==> config.mk <==
export PLATFORM = sky130hd
export DESIGN_NAME = cla_pipe
export DESIGN_NICKNAME = d
export VERILOG_FILES = /design/src/rtl/cla_pipe.sv
export SDC_FILE = /design/constraint.sdc
export NUM_CORES = 1
export LEC_CHECK = 0
export CORE_ASPECT_RATIO = 1.4
export CORE_MARGIN = 8
export CORE_UTILIZATION = 47
export DETAILED_ROUTE_END_ITERATION = 10
export DONT_BUFFER_PORTS = 1
export SYNTH_ARGS = -nofsm -noshare
export SYNTH_HDL_FRONTEND = slang
export SYNTH_SLANG_ARGS = --single-unit
==> constraint.sdc <==
create_clock -name clk -period 2.8 [get_ports clk]
set_input_delay 0.14 -clock clk [delete_from_list [all_inputs] [get_ports clk]]
set_output_delay 0.14 -clock clk [all_outputs]
set_load 0.01 [all_outputs]
==> src/rtl/cla_pipe.sv <==
// cla_pipe: pipelined carry-lookahead adder/subtractor with valid/ready
// handshaking. Each stage adds one WIDTH/STAGES-bit chunk as 4-bit CLA groups,
// passing its carry, the finished low sum bits and the untouched operand bits
// to the next stage. WIDTH must be a multiple of 4*STAGES.
module cla_pipe #(
  parameter int WIDTH  = 16,
  parameter int STAGES = 4
) (
  input  logic             clk,
  input  logic             rst,
  input  logic             in_valid,
  output logic             in_ready,
  input  logic [WIDTH-1:0] a,
  input  logic [WIDTH-1:0] b,
  input  logic             cin,
  input  logic             sub,
  output logic             out_valid,
  input  logic             out_ready,
  output logic [WIDTH-1:0] sum,
  output logic             cout,
  output logic             ovf,
  output logic             zero
);

  localparam int CW = WIDTH / STAGES;  // bits added per stage
  localparam int NG = CW / 4;          // 4-bit lookahead groups per stage

  // One 4-bit carry-lookahead group: returns {group_g, group_p, sum[3:0]}.
  // Internal carries are expressed directly from the group carry-in.
  function automatic logic [5:0] cla4(input logic [3:0] x, input logic [3:0] y,
                                      input logic ci);
    logic [3:0] g;
    logic [3:0] p;
    logic [3:0] c;
    logic       gg;
    logic       gp;
    g    = x & y;
    p    = x ^ y;
    c[0] = ci;
    c[1] = g[0] | (p[0] & ci);
    c[2] = g[1] | (p[1] & g[0]) | (p[1] & p[0] & ci);
    c[3] = g[2] | (p[2] & g[1]) | (p[2] & p[1] & g[0]) | (p[2] & p[1] & p[0] & ci);
    gg   = g[3] | (p[3] & g[2]) | (p[3] & p[2] & g[1]) | (p[3] & p[2] & p[1] & g[0]);
    gp   = &p;
    return {gg, gp, p ^ c};
  endfunction

  logic [STAGES-1:0] valid_q;
  logic [STAGES-1:0] valid_d;
  logic [STAGES-1:0] adv;

  // Per-stage inputs: index k is what stage k consumes. Index 0 comes from the
  // ports (with subtraction folded into ~b and a forced carry-in of 1).
  logic [STAGES-1:0][WIDTH-1:0] fwd_a;
  logic [STAGES-1:0][WIDTH-1:0] fwd_b;
  logic [STAGES-1:0][WIDTH-1:0] fwd_s;
  logic [STAGES-1:0]            fwd_c;

  assign fwd_a[0] = a;
  assign fwd_b[0] = sub ? ~b : b;
  assign fwd_s[0] = '0;
  assign fwd_c[0] = sub ? 1'b1 : cin;

  // Advance chain: a stage moves when empty or when its successor moves.
  always_comb begin
    adv = '0;
    adv[STAGES-1] = !valid_q[STAGES-1] || out_ready;
    for (int k = STAGES - 2; k >= 0; k--) begin
      adv[k] = !valid_q[k] || adv[k+1];
    end
  end

  assign in_ready  = !valid_q[0] || adv[0];
  assign out_valid = valid_q[STAGES-1];

  // Valid bits shift forward only where the stage advances.
  always_comb begin
    valid_d = valid_q;
    if (adv[0]) begin
      valid_d[0] = in_valid;
    end
    for (int k = 1; k < STAGES; k++) begin
      if (adv[k]) begin
        valid_d[k] = valid_q[k-1];
      end
    end
  end

  // Valid register; reset empties the whole pipe at once.
  always_ff @(posedge clk or posedge rst) begin
    if (rst) begin
      valid_q <= '0;
    end else begin
      valid_q <= valid_d;
    end
  end

  genvar gi;
  generate
    for (gi = 0; gi < STAGES; gi++) begin : g_stage
      logic [WIDTH-1:0] s_q;
      logic [WIDTH-1:0] s_d;
      logic             c_q;
      logic             c_d;
      logic             carry;
      logic [5:0]       grp;

      // Add this stage's chunk group by group; hold everything while stalled.
      always_comb begin
        s_d   = s_q;
        c_d   = c_q;
        carry = fwd_c[gi];
        grp   = '0;
        if (adv[gi]) begin
          s_d = fwd_s[gi];
          for (int j = 0; j < NG; j++) begin
            grp = cla4(fwd_a[gi][gi*CW + j*4 +: 4], fwd_b[gi][gi*CW + j*4 +: 4], carry);
            s_d[gi*CW + j*4 +: 4] = grp[3:0];
            carry = grp[5] | (grp[4] & carry);
          end
          c_d = carry;
        end
      end

      // Partial sum and chunk carry-out registers.
      always_ff @(posedge clk or posedge rst) begin
        if (rst) begin
          s_q <= '0;
          c_q <= 1'b0;
        end else begin
          s_q <= s_d;
          c_q <= c_d;
        end
      end

      if (gi < STAGES - 1) begin : g_fwd
        logic [WIDTH-1:0] a_q;
        logic [WIDTH-1:0] a_d;
        logic [WIDTH-1:0] b_q;
        logic [WIDTH-1:0] b_d;

        // Operands ride along so later stages see their chunks and the signs.
        always_comb begin
          a_d = a_q;
          b_d = b_q;
          if (adv[gi]) begin
            a_d = fwd_a[gi];
            b_d = fwd_b[gi];
          end
        end

        // Delayed operand registers.
        always_ff @(posedge clk or posedge rst) begin
          if (rst) begin
            a_q <= '0;
            b_q <= '0;
          end else begin
            a_q <= a_d;
            b_q <= b_d;
          end
        end

        assign fwd_a[gi+1] = a_q;
        assign fwd_b[gi+1] = b_q;
        assign fwd_s[gi+1] = s_q;
        assign fwd_c[gi+1] = c_q;
      end else begin : g_last
        logic ovf_q;
        logic ovf_d;
        logic zero_q;
        logic zero_d;

        // Flags are formed alongside the final chunk so they stay aligned.
        always_comb begin
          ovf_d  = ovf_q;
          zero_d = zero_q;
          if (adv[gi]) begin
            ovf_d  = (fwd_a[gi][WIDTH-1] == fwd_b[gi][WIDTH-1]) &&
                     (s_d[WIDTH-1] != fwd_a[gi][WIDTH-1]);
            zero_d = (s_d == '0);
          end
        end

        // Overflow and zero flag registers.
        always_ff @(posedge clk or posedge rst) begin
          if (rst) begin
            ovf_q  <= 1'b0;
            zero_q <= 1'b0;
          end else begin
            ovf_q  <= ovf_d;
            zero_q <= zero_d;
          end
        end

        assign sum  = s_q;
        assign cout = c_q;
        assign ovf  = ovf_q;
        assign zero = zero_q;
      end
    end
  endgenerate

endmodule

==> flow_summary_export.csv, run 1 <==
group,metric,value,unit
global_routing,antenna_found_initial,0,
power,p_sw_share,29.79,%
placed_design,placedCellCount,473,
cells_and_area,final_cell_mix,"dfrtp_1, nand2_1, mux2_2",
sta,holdWs,95.31,ps
route,dr.pass1.iters,8,
cells_and_area,syn_to_final_growth,17.74,%
global_routing,gr-usage-met3,4.633,%
hold_path,hold_start,"a[3]",
cts,clk_latency,340,ps
sta,final_hold_viol_count,0,
cts,cts.path.max_buffers,2,
cells_and_area,final_common_cell,"dfrtp_1",
hold_path,hp-class,"primary input to flip-flop",
route,drt-initial-drc-count,124,
power,p_int,3.028,mW
setup_path,reg2reg_to,"sum[15]",
logic_synthesis,ys_seq_area_share,56.91,%
placed_design,hpwl,5395,um
cts,cts_tree,"yes",
power,power_frac_seq,50.5,%
logic_synthesis,synth.distinct_cells,33,
route,routed_wl,7628,um
setup_path,critPathLaunchType,"flip-flop",
die,dieArea,12530,um^2
power,pwr-share-clk,27.8,%
setup_path,worst_setup_path_end_kind,"primary output",
cells_and_area,post-route-util,56.52,%
placed_design,gp_congestion,0.6941,
setup_path,critPathTopFamily,"simple AND/OR/NAND/NOR gates",
logic_synthesis,synth_top_area_share,56.91,%
outcome,status,"complete, no violations",
placed_design,dp_slack,933.0,ps
sta,fin_tns_setup,0,ps
logic_synthesis,synth_area_leaders,"dfrtp_1, mux2_2, nand2_1",
cts,postCtsSetupRepairBufs,0,
route,vias,2677,
logic_synthesis,synth_cells,376,
global_routing,grt_max_degree,54,
sta,rsz0062_at_grt,"false",
cts,cts.sinks,98,
logic_synthesis,synth_area_per_cell,11.46,um^2
sta,max-slew-margin-rel,57.60,%
setup_path,slowest_delay,440,ps
flow_run,cap_violations,0,
route,drtAntennaViolNets,0,
power,total_power,4.312,mW
die,ios,59,
global_routing,top_usage_layer,"met2",
hold_path,min_path_cells,3,
logic_synthesis,yosys_register_bits,98,
die,start_util,48.00,%
route,wl_per_cell,14.47,um
global_routing,grt_pass1_vias,2884,
power,p_leak,2.295,nW
setup_path,crit_type,"flip-flop to primary output",
logic_synthesis,syn_area,4309,um^2
setup_path,r2r-start,"g_stage[2].g_fwd.b_q[12]",
die,die_h,129.3,um
route,drc,0,
cells_and_area,fin_nets,473,
cells_and_area,stdcell_area,5074,um^2
sta,slew_viol_final,0,
cts,clkSlewWorstSetupHoldPaths,70,ps
global_routing,met2_usage,20.49,%
sta,fmax,0.4915,GHz
die,core_area,8977,um^2
die,row_count,41,
setup_path,cp.arrival,1890,ps
setup_path,crit_path_top_delay_cell,"nand2_2",
sta,clock_skew,7.568,ps
logic_synthesis,synth_top_area_cell,"dfrtp_1",
placed_design,numPortBuffers,0,
global_routing,overflow,0,
global_routing,grtUsageTotal,13.50,%
power,peakVddDrop,0.6067,mV
cts,cts_made_buffers,9,
sta,setup_violations,0,
logic_synthesis,syn_nets,434,
global_routing,grt_pass1_wl,13880,um
setup_path,r2r_cells,6,
power,p_comb_share,21.7,%
cts,htree_levels,3,
hold_path,hold_path_end,"g_stage[0].c_q",
sta,tightest_slew,636.0,ps
cells_and_area,fin_cells,527,
placed_design,placed_area,4405,um^2
sta,period_share,72.66,%
cells_and_area,diodes,0,
sta,period_needed,2034,ps
cells_and_area,drive_above_1_share,16.19,%
setup_path,crit_fanout,28,
setup_path,regToRegSetupSlack,980,ps
power,power_switching,1.285,mW
logic_synthesis,ys_warn_count,0,
power,p_per_area,850.0,nW/um^2
die,die_w,96.93,um
setup_path,cp_num_buf_inv,1,
setup_path,cp.required,2660,ps
sta,layout_setup_ws,765.6,ps
setup_path,cp-startpoint,"valid_q[3]",
global_routing,grt_use_met1,16.78,%
setup_path,crit_chain,"nor2b_2 > and3_1 > nand2_2 > buf_4",
cts,clockRootBuffer,"clkbuf_16",
route,viasPerCell,5.080,
[what timing repair did]
action,4_1_cts,5_1_grt
endpoints found under the hold margin,76,0
hold buffers,38,0
setup endpoints to repair,0,0
resized for setup,0,0
[cell type report]
class,instances,area (um^2)
Clock buffer,11,232.7
Clock inverter,5,55.05
Fill cell,759,3904
Inverter,10,40.04
Multi-Input combinational cell,251,1727
Sequential cell,98,2452
Tap cell,107,133.9
Timing Repair Buffer,45,432.9
[cells by family after synthesis]
| logic type | count (synthesis) | share of synthesized area, % |
|---|---|---|
| AND/OR/NAND/NOR | 114 | 11.06 |
| flip-flops | 98 | 56.91 |
| AO/OA/AOI/OAI | 49 | 6.301 |
| multiplexers | 40 | 10.45 |
| XOR/XNOR | 28 | 5.691 |
| buffers and inverters | 27 | 3.078 |
| adder cells (fa/ha/maj) | 20 | 6.504 |
[worst max path at each step]
| stage | endpoint | slack, ps | cells past startpoint |
|---|---|---|---|
| 2_1_floorplan | cout | 100 | 1 |
| 3_3_place_gp | sum[15] | 980 | 6 |
| 3_5_place_dp | sum[15] | 930 | 6 |
| 4_1_cts | in_ready | 720 | 4 |
| 5_1_grt | in_ready | 660 | 4 |
| 6_report | in_ready | 770 | 4 |
[power by group through the flow]
stage,combinational (mW),sequential [mW],clock (mW)
6_report,0.936,2.18,1.20
5_1_grt,1.09,2.25,1.28
4_1_cts,0.955,2.19,1.23
3_5_place_dp,0.893,2.22,0
3_3_place_gp,0.866,2.20,0
2_1_floorplan,0.767,2.11,0
[worst min-delay path, stage by stage]
cell and delay [ps]:
ha_1 120, inv_1 40, a31oi_1 100
[synth_stat cells]
master / number
nor2b_1: 1
o211ai_1: 1
ha_1: 16
or4_4: 1
fa_1: 4
nand3_1: 1
inv_1: 10
buf_6: 1
a21o_1: 3
nand2_1: 76
buf_2: 7
xor2_1: 7
o21bai_1: 3
o21ai_0: 10
nand2_2: 2
nor4_2: 1
dfrtp_1: 98
xnor2_1: 21
nand4_1: 1
nor2_1: 23
buf_4: 4
or3_1: 1
nor4b_1: 1
a21oi_1: 28
nor3_1: 1
a21boi_0: 1
nand2b_1: 3
o31ai_1: 2
mux2_2: 40
clkbuf_1: 5
a31oi_1: 1
and3_1: 1
or2_2: 1
[metal layers]
metal,part of all wire (%),vias to the layer above,wire (um)
met2,46,63,3522
li1,-,1324,-
met5,0,-,0
met1,46,1277,3536
met4,2.3,0,177
met3,5.1,13,392
[flip-flops by register name, summed over array words and instances (netlist names)]
name               flops
cout                   1
g_stage.c_q            3
g_stage.g_fwd.a_q     24
g_stage.g_fwd.b_q     24
g_stage.s_q           24
ovf                    1
sum                   16
valid_q                4
zero                   1
(Power assumes the default switching activity.)
==> inputs of run 2 (changes only) <==
==> constraint.sdc (replaced) <==
create_clock -name clk -period 1.8 [get_ports clk]
set_input_delay 0.09 -clock clk [delete_from_list [all_inputs] [get_ports clk]]
set_output_delay 0.09 -clock clk [all_outputs]
set_load 0.01 [all_outputs]
==> flow_summary_export.csv, run 2 (synthesized netlist as in run 1, its figures left out) <==
group,metric,value,unit
outcome,status,"complete, no violations",
setup_path,crit_fanout,2,
placed_design,hpwl,5328,um
setup_path,r2r_cells,7,
power,p_sw_share,29.51,%
route,vias,2673,
setup_path,crit_chain,"ha_1 > a21o_1 > a21oi_2 > o21bai_1 > buf_4 > xnor2_1 > o31ai_1",
cts,clkSlewWorstSetupHoldPaths,60,ps
cells_and_area,post-route-util,57.31,%
cts,clockRootBuffer,"clkbuf_16",
setup_path,worst_setup_path_end_kind,"flip-flop",
cts,cts_tree,"yes",
cts,cts.path.max_buffers,2,
route,viasPerCell,5.024,
die,dieArea,12530,um^2
placed_design,numPortBuffers,0,
cts,cts.sinks,98,
power,pwr-share-clk,27.1,%
setup_path,cp.arrival,1930,ps
route,drtAntennaViolNets,0,
global_routing,antenna_found_initial,0,
placed_design,placed_area,4469,um^2
sta,slew_viol_final,0,
sta,layout_setup_ws,119.4,ps
power,p_per_area,1312,nW/um^2
sta,setup_violations,0,
cells_and_area,diodes,0,
sta,period_needed,1681,ps
cells_and_area,stdcell_area,5145,um^2
global_routing,grt_max_degree,99,
route,wl_per_cell,14.51,um
die,die_w,96.93,um
die,die_h,129.3,um
power,p_leak,2.333,nW
die,core_area,8977,um^2
hold_path,min_path_cells,3,
sta,rsz0062_at_grt,"true",
placed_design,dp_slack,33.60,ps
global_routing,grtUsageTotal,13.26,%
setup_path,regToRegSetupSlack,120,ps
route,drt-initial-drc-count,80,
power,p_int,4.758,mW
cts,postCtsSetupRepairBufs,0,
cts,clk_latency,340,ps
sta,max-slew-margin-rel,65.21,%
route,dr.pass1.iters,4,
power,p_comb_share,22.5,%
hold_path,hold_start,"a[3]",
cells_and_area,final_common_cell,"dfrtp_1",
sta,fin_tns_setup,0,ps
global_routing,grt_pass1_vias,2858,
cells_and_area,reg_top3,"g_stage.g_fwd.a_q: 24 flops, g_stage.g_fwd.b_q: 24 flops, g_stage.s_q: 24 flops",
power,peakVddDrop,0.7223,mV
die,start_util,48.00,%
die,ios,59,
power,power_frac_seq,50.4,%
hold_path,hold_path_end,"g_stage[0].c_q",
placed_design,gp_congestion,0.6888,
cells_and_area,fin_nets,478,
setup_path,crit_path_top_delay_cell,"dfrtp_1",
sta,final_hold_viol_count,0,
setup_path,cp.required,2050,ps
setup_path,crit_type,"flip-flop to flip-flop",
sta,clock_skew,4.072,ps
die,row_count,41,
sta,period_share,93.37,%
flow_run,cap_violations,0,
hold_path,hp-class,"primary input to flip-flop",
route,drc,0,
cells_and_area,syn_to_final_growth,19.40,%
global_routing,grt_pass1_wl,13640,um
power,total_power,6.750,mW
power,power_switching,1.992,mW
global_routing,overflow,0,
cts,cts_made_buffers,9,
sta,fmax,0.5950,GHz
route,routed_wl,7720,um
setup_path,r2r-start,"g_stage[2].g_fwd.b_q[12]",
sta,tightest_slew,521.9,ps
setup_path,slowest_delay,380,ps
cells_and_area,final_cell_mix,"dfrtp_1, nand2_1, mux2_2",
setup_path,reg2reg_to,"ovf",
cells_and_area,drive_above_1_share,17.18,%
cts,htree_levels,3,
setup_path,critPathLaunchType,"flip-flop",
==> run 2: cell types whose count changed in the layout (fill, tap and decap cells not counted) <==
cell        delta
buf_12         +2
nor4b_2        +1
a21oi_1        -1
clkbuf_1       +2
buf_4          +3
nor4b_1        -1
a21oi_2        +1
clkinvlp_4     -1
nand2_2        -1
nand2_4        +1
inv_4          -1
==> run 2: timing repair <==
action	4_1_cts	5_1_grt
endpoints found under the hold margin	123	0
hold buffers	38	0
setup endpoints to repair	1	4
resized for setup	1	2
pin swaps	0	1
==> run 2: worst max-delay path by stage <==
stage,slack (ps),from,endpoint,cells after the start
after global placement,40,g_stage[2].g_fwd.b_q[12],sum[15],6
final,120,g_stage[2].g_fwd.b_q[12],ovf,7
after CTS,20,g_stage[2].g_fwd.b_q[12],ovf,7
after floorplan,60,sub,g_stage[0].s_q[3],9
after global routing,-5,g_stage[2].g_fwd.b_q[12],ovf,7
after detailed placement,30,g_stage[2].g_fwd.b_q[12],ovf,7
==> run 2: per-stage QoR <==
step / instances / hold WS [ps]
3_3_place_gp: 478 / 150.2
5_1_grt: 532 / 77.50
4_1_cts: 532 / 50.00
3_5_place_dp: 478 / 151.7
2_1_floorplan: 376 / 198.4
6_report: 532 / 58.76
==> run 2: worst max-delay path, delay by kind of cell, from the launching register on <==
family	cells	cell delay [ps]
buffers and inverters	1	150
adders and majority gates	1	290
xor gates and xnor gates	1	110
DFF	1	380
AOI/OAI and AO/OA	4	650
==> run 2: area by class of cell <==
cell class	count	area, um^2
multi-input cells	251	1742
clock buffers	13	240.2
repair buffers	50	495.5
fillers	745	3832
clock inverters	3	40.04
inverters	10	41.29
flip-flops and latches	98	2452
well taps	107	133.9
==> run 2: power groups by stage <==
stage	sequential (mW)	clock, mW	combinational (mW)
final	3.40	1.83	1.52
after global routing	3.50	1.95	1.74
after CTS	3.42	1.89	1.53
after detailed placement	3.46	0	1.43
after global placement	3.43	0	1.38
after floorplan	3.28	0	1.19
==> run 2: routing by layer <==
layer  part of all wire (%)  vias to the layer above  GRT usage [%]
met3                    5.1                       11          4.047
met1                     47                     1273          16.41
met2                     46                       56          20.17
met4                    2.5                        0          7.629
met5                      0                        -              0
li1                       -                     1333              -
==> inputs of run 3 (changes only) <==
==> constraint.sdc (replaced) <==
create_clock -name clk -period 1.8 [get_ports clk]
set_input_delay 0.09 -clock clk [delete_from_list [all_inputs] [get_ports clk]]
set_output_delay 0.09 -clock clk [all_outputs]
set_load 0.05 [all_outputs]
==> flow_summary_export.csv, run 3 (synthesized netlist as in run 1, its figures left out) <==
group,metric,value,unit
setup_path,cp.required,2010,ps
die,die_w,96.93,um
route,viasPerCell,4.998,
cells_and_area,fin_nets,488,
setup_path,crit_path_top_delay_cell,"dfrtp_1",
sta,rsz0062_at_grt,"false",
power,power_switching,2.607,mW
cells_and_area,reg_top3,"g_stage.g_fwd.a_q: 24 flops, g_stage.g_fwd.b_q: 24 flops, g_stage.s_q: 24 flops",
sta,period_needed,1716,ps
placed_design,gp_congestion,0.7082,
die,die_h,129.3,um
power,p_leak,2.402,nW
power,p_per_area,1434,nW/um^2
sta,slew_viol_final,0,
setup_path,crit_type,"flip-flop to flip-flop",
sta,clock_skew,7.932,ps
setup_path,cp.arrival,1930,ps
cts,htree_levels,3,
die,dieArea,12530,um^2
placed_design,hpwl,5305,um
outcome,status,"complete, no violations",
cts,cts.sinks,98,
setup_path,critPathTopFamily,"compound AO/OA/AOI/OAI gates",
power,p_sw_share,34.52,%
cts,cts_made_buffers,9,
cts,clockRootBuffer,"clkbuf_16",
route,dr.pass1.iters,4,
route,routed_wl,7576,um
flow_run,cap_violations,0,
cells_and_area,diodes,0,
power,p_comb_share,22.0,%
route,drc,0,
setup_path,cp_num_buf_inv,0,
sta,setup_violations,0,
placed_design,numPortBuffers,0,
setup_path,slowest_delay,390,ps
route,drtAntennaViolNets,0,
setup_path,crit_fanout,2,
sta,tightest_slew,515.4,ps
route,vias,2709,
cts,cts_tree,"yes",
global_routing,overflow,0,
hold_path,hp-class,"primary input to flip-flop",
global_routing,grt_max_degree,87,
die,row_count,41,
sta,period_share,95.31,%
cts,clk_latency,330,ps
cells_and_area,final_cell_mix,"dfrtp_1, nand2_1, mux2_2",
cts,cts.path.max_buffers,2,
die,start_util,48.00,%
sta,max-slew-margin-rel,65.64,%
setup_path,worst_setup_path_end_kind,"flip-flop",
sta,final_hold_viol_count,0,
global_routing,antenna_found_initial,0,
cells_and_area,syn_to_final_growth,22.18,%
cells_and_area,post-route-util,58.65,%
power,p_int,4.945,mW
setup_path,crit_chain,"ha_1 > a21o_1 > a21oi_2 > o21bai_1 > xor2_1 > mux2_2",
route,wl_per_cell,13.98,um
global_routing,grt_pass1_vias,2920,
route,drt-initial-drc-count,97,
cells_and_area,final_common_cell,"dfrtp_1",
global_routing,grt_pass1_wl,13610,um
sta,fmax,0.5829,GHz
cts,clkSlewWorstSetupHoldPaths,60,ps
power,pwr-share-clk,26.2,%
global_routing,grtUsageTotal,13.13,%
power,power_frac_seq,51.8,%
sta,holdWs,66.59,ps
setup_path,regToRegSetupSlack,80,ps
power,peakVddDrop,1.099,mV
setup_path,critPathLaunchType,"flip-flop",
die,ios,59,
die,core_area,8977,um^2
cells_and_area,drive_above_1_share,19.54,%
## run 3: worst paths after layout
check,start,to,depth (start not counted)
max in group asynchronous,rst,sum[11],3
min reg2reg,g_stage[1].g_fwd.a_q[13],g_stage[1].g_fwd.a_q[13],2
min,a[0],g_stage[0].s_q[0],3
max,g_stage[2].g_fwd.b_q[12],sum[15],6
max reg2reg,g_stage[2].g_fwd.b_q[12],sum[15],6
min in group asynchronous,rst,g_stage[0].g_fwd.a_q[15],2
## run 3: repair_timing
item | CTS | global route
setup buffers | 0 | 5
hold buffers | 38 | 0
setup endpoints to repair | 3 | 3
hold endpoints to repair | 97 | 0
pin swaps | 1 | 2
gates resized for setup | 2 | 0
## run 3: layer usage
layer	global-route usage [%]	vias to the layer above	part of all wire (%)
li1	-	1351	-
met1	15.88	1296	45
met2	20.69	54	47
met3	4.473	8	5.7
met4	6.176	0	1.7
met5	0	-	0
## run 3: worst register-to-register path, stage by stage (launching register included)
cell and delay, ps:
dfrtp_1 390, ha_1 300, a21o_1 190, a21oi_2 160, o21bai_1 110, xor2_1 160, mux2_2 290
## run 3: stage by stage
step | cell area, um^2 | cells | setup TNS [ps] | setup WS (ps) | power, mW
floorplan | 4317 | 376 | 0 | 53.91 | 5.086
global placement | 4521 | 483 | 0 | 54.37 | 5.465
detailed placement | 4521 | 483 | -11.44 | -11.44 | 5.542
CTS | 5228 | 537 | 0 | 8.025 | 7.650
global route | 5265 | 542 | 0 | 8.019 | 8.032
finish | 5265 | 542 | 0 | 84.46 | 7.552
## run 3: power groups by stage
stage / clock network, mW / logic, mW / registers [mW]
2_1_floorplan: 0 / 1.20 / 3.89
3_3_place_gp: 0 / 1.52 / 3.95
3_5_place_dp: 0 / 1.57 / 3.97
4_1_cts: 2.04 / 1.68 / 3.93
5_1_grt: 2.11 / 1.90 / 4.02
6_report: 1.98 / 1.67 / 3.91
## run 3: cell type report
type / instances / area [um^2]
Tap cell: 107 / 133.9
Inverter: 10 / 41.29
Timing Repair Buffer: 60 / 583.1
Clock inverter: 1 / 30.03
Multi-Input combinational cell: 251 / 1735
Clock buffer: 15 / 287.8
Fill cell: 753 / 3712
Sequential cell: 98 / 2454
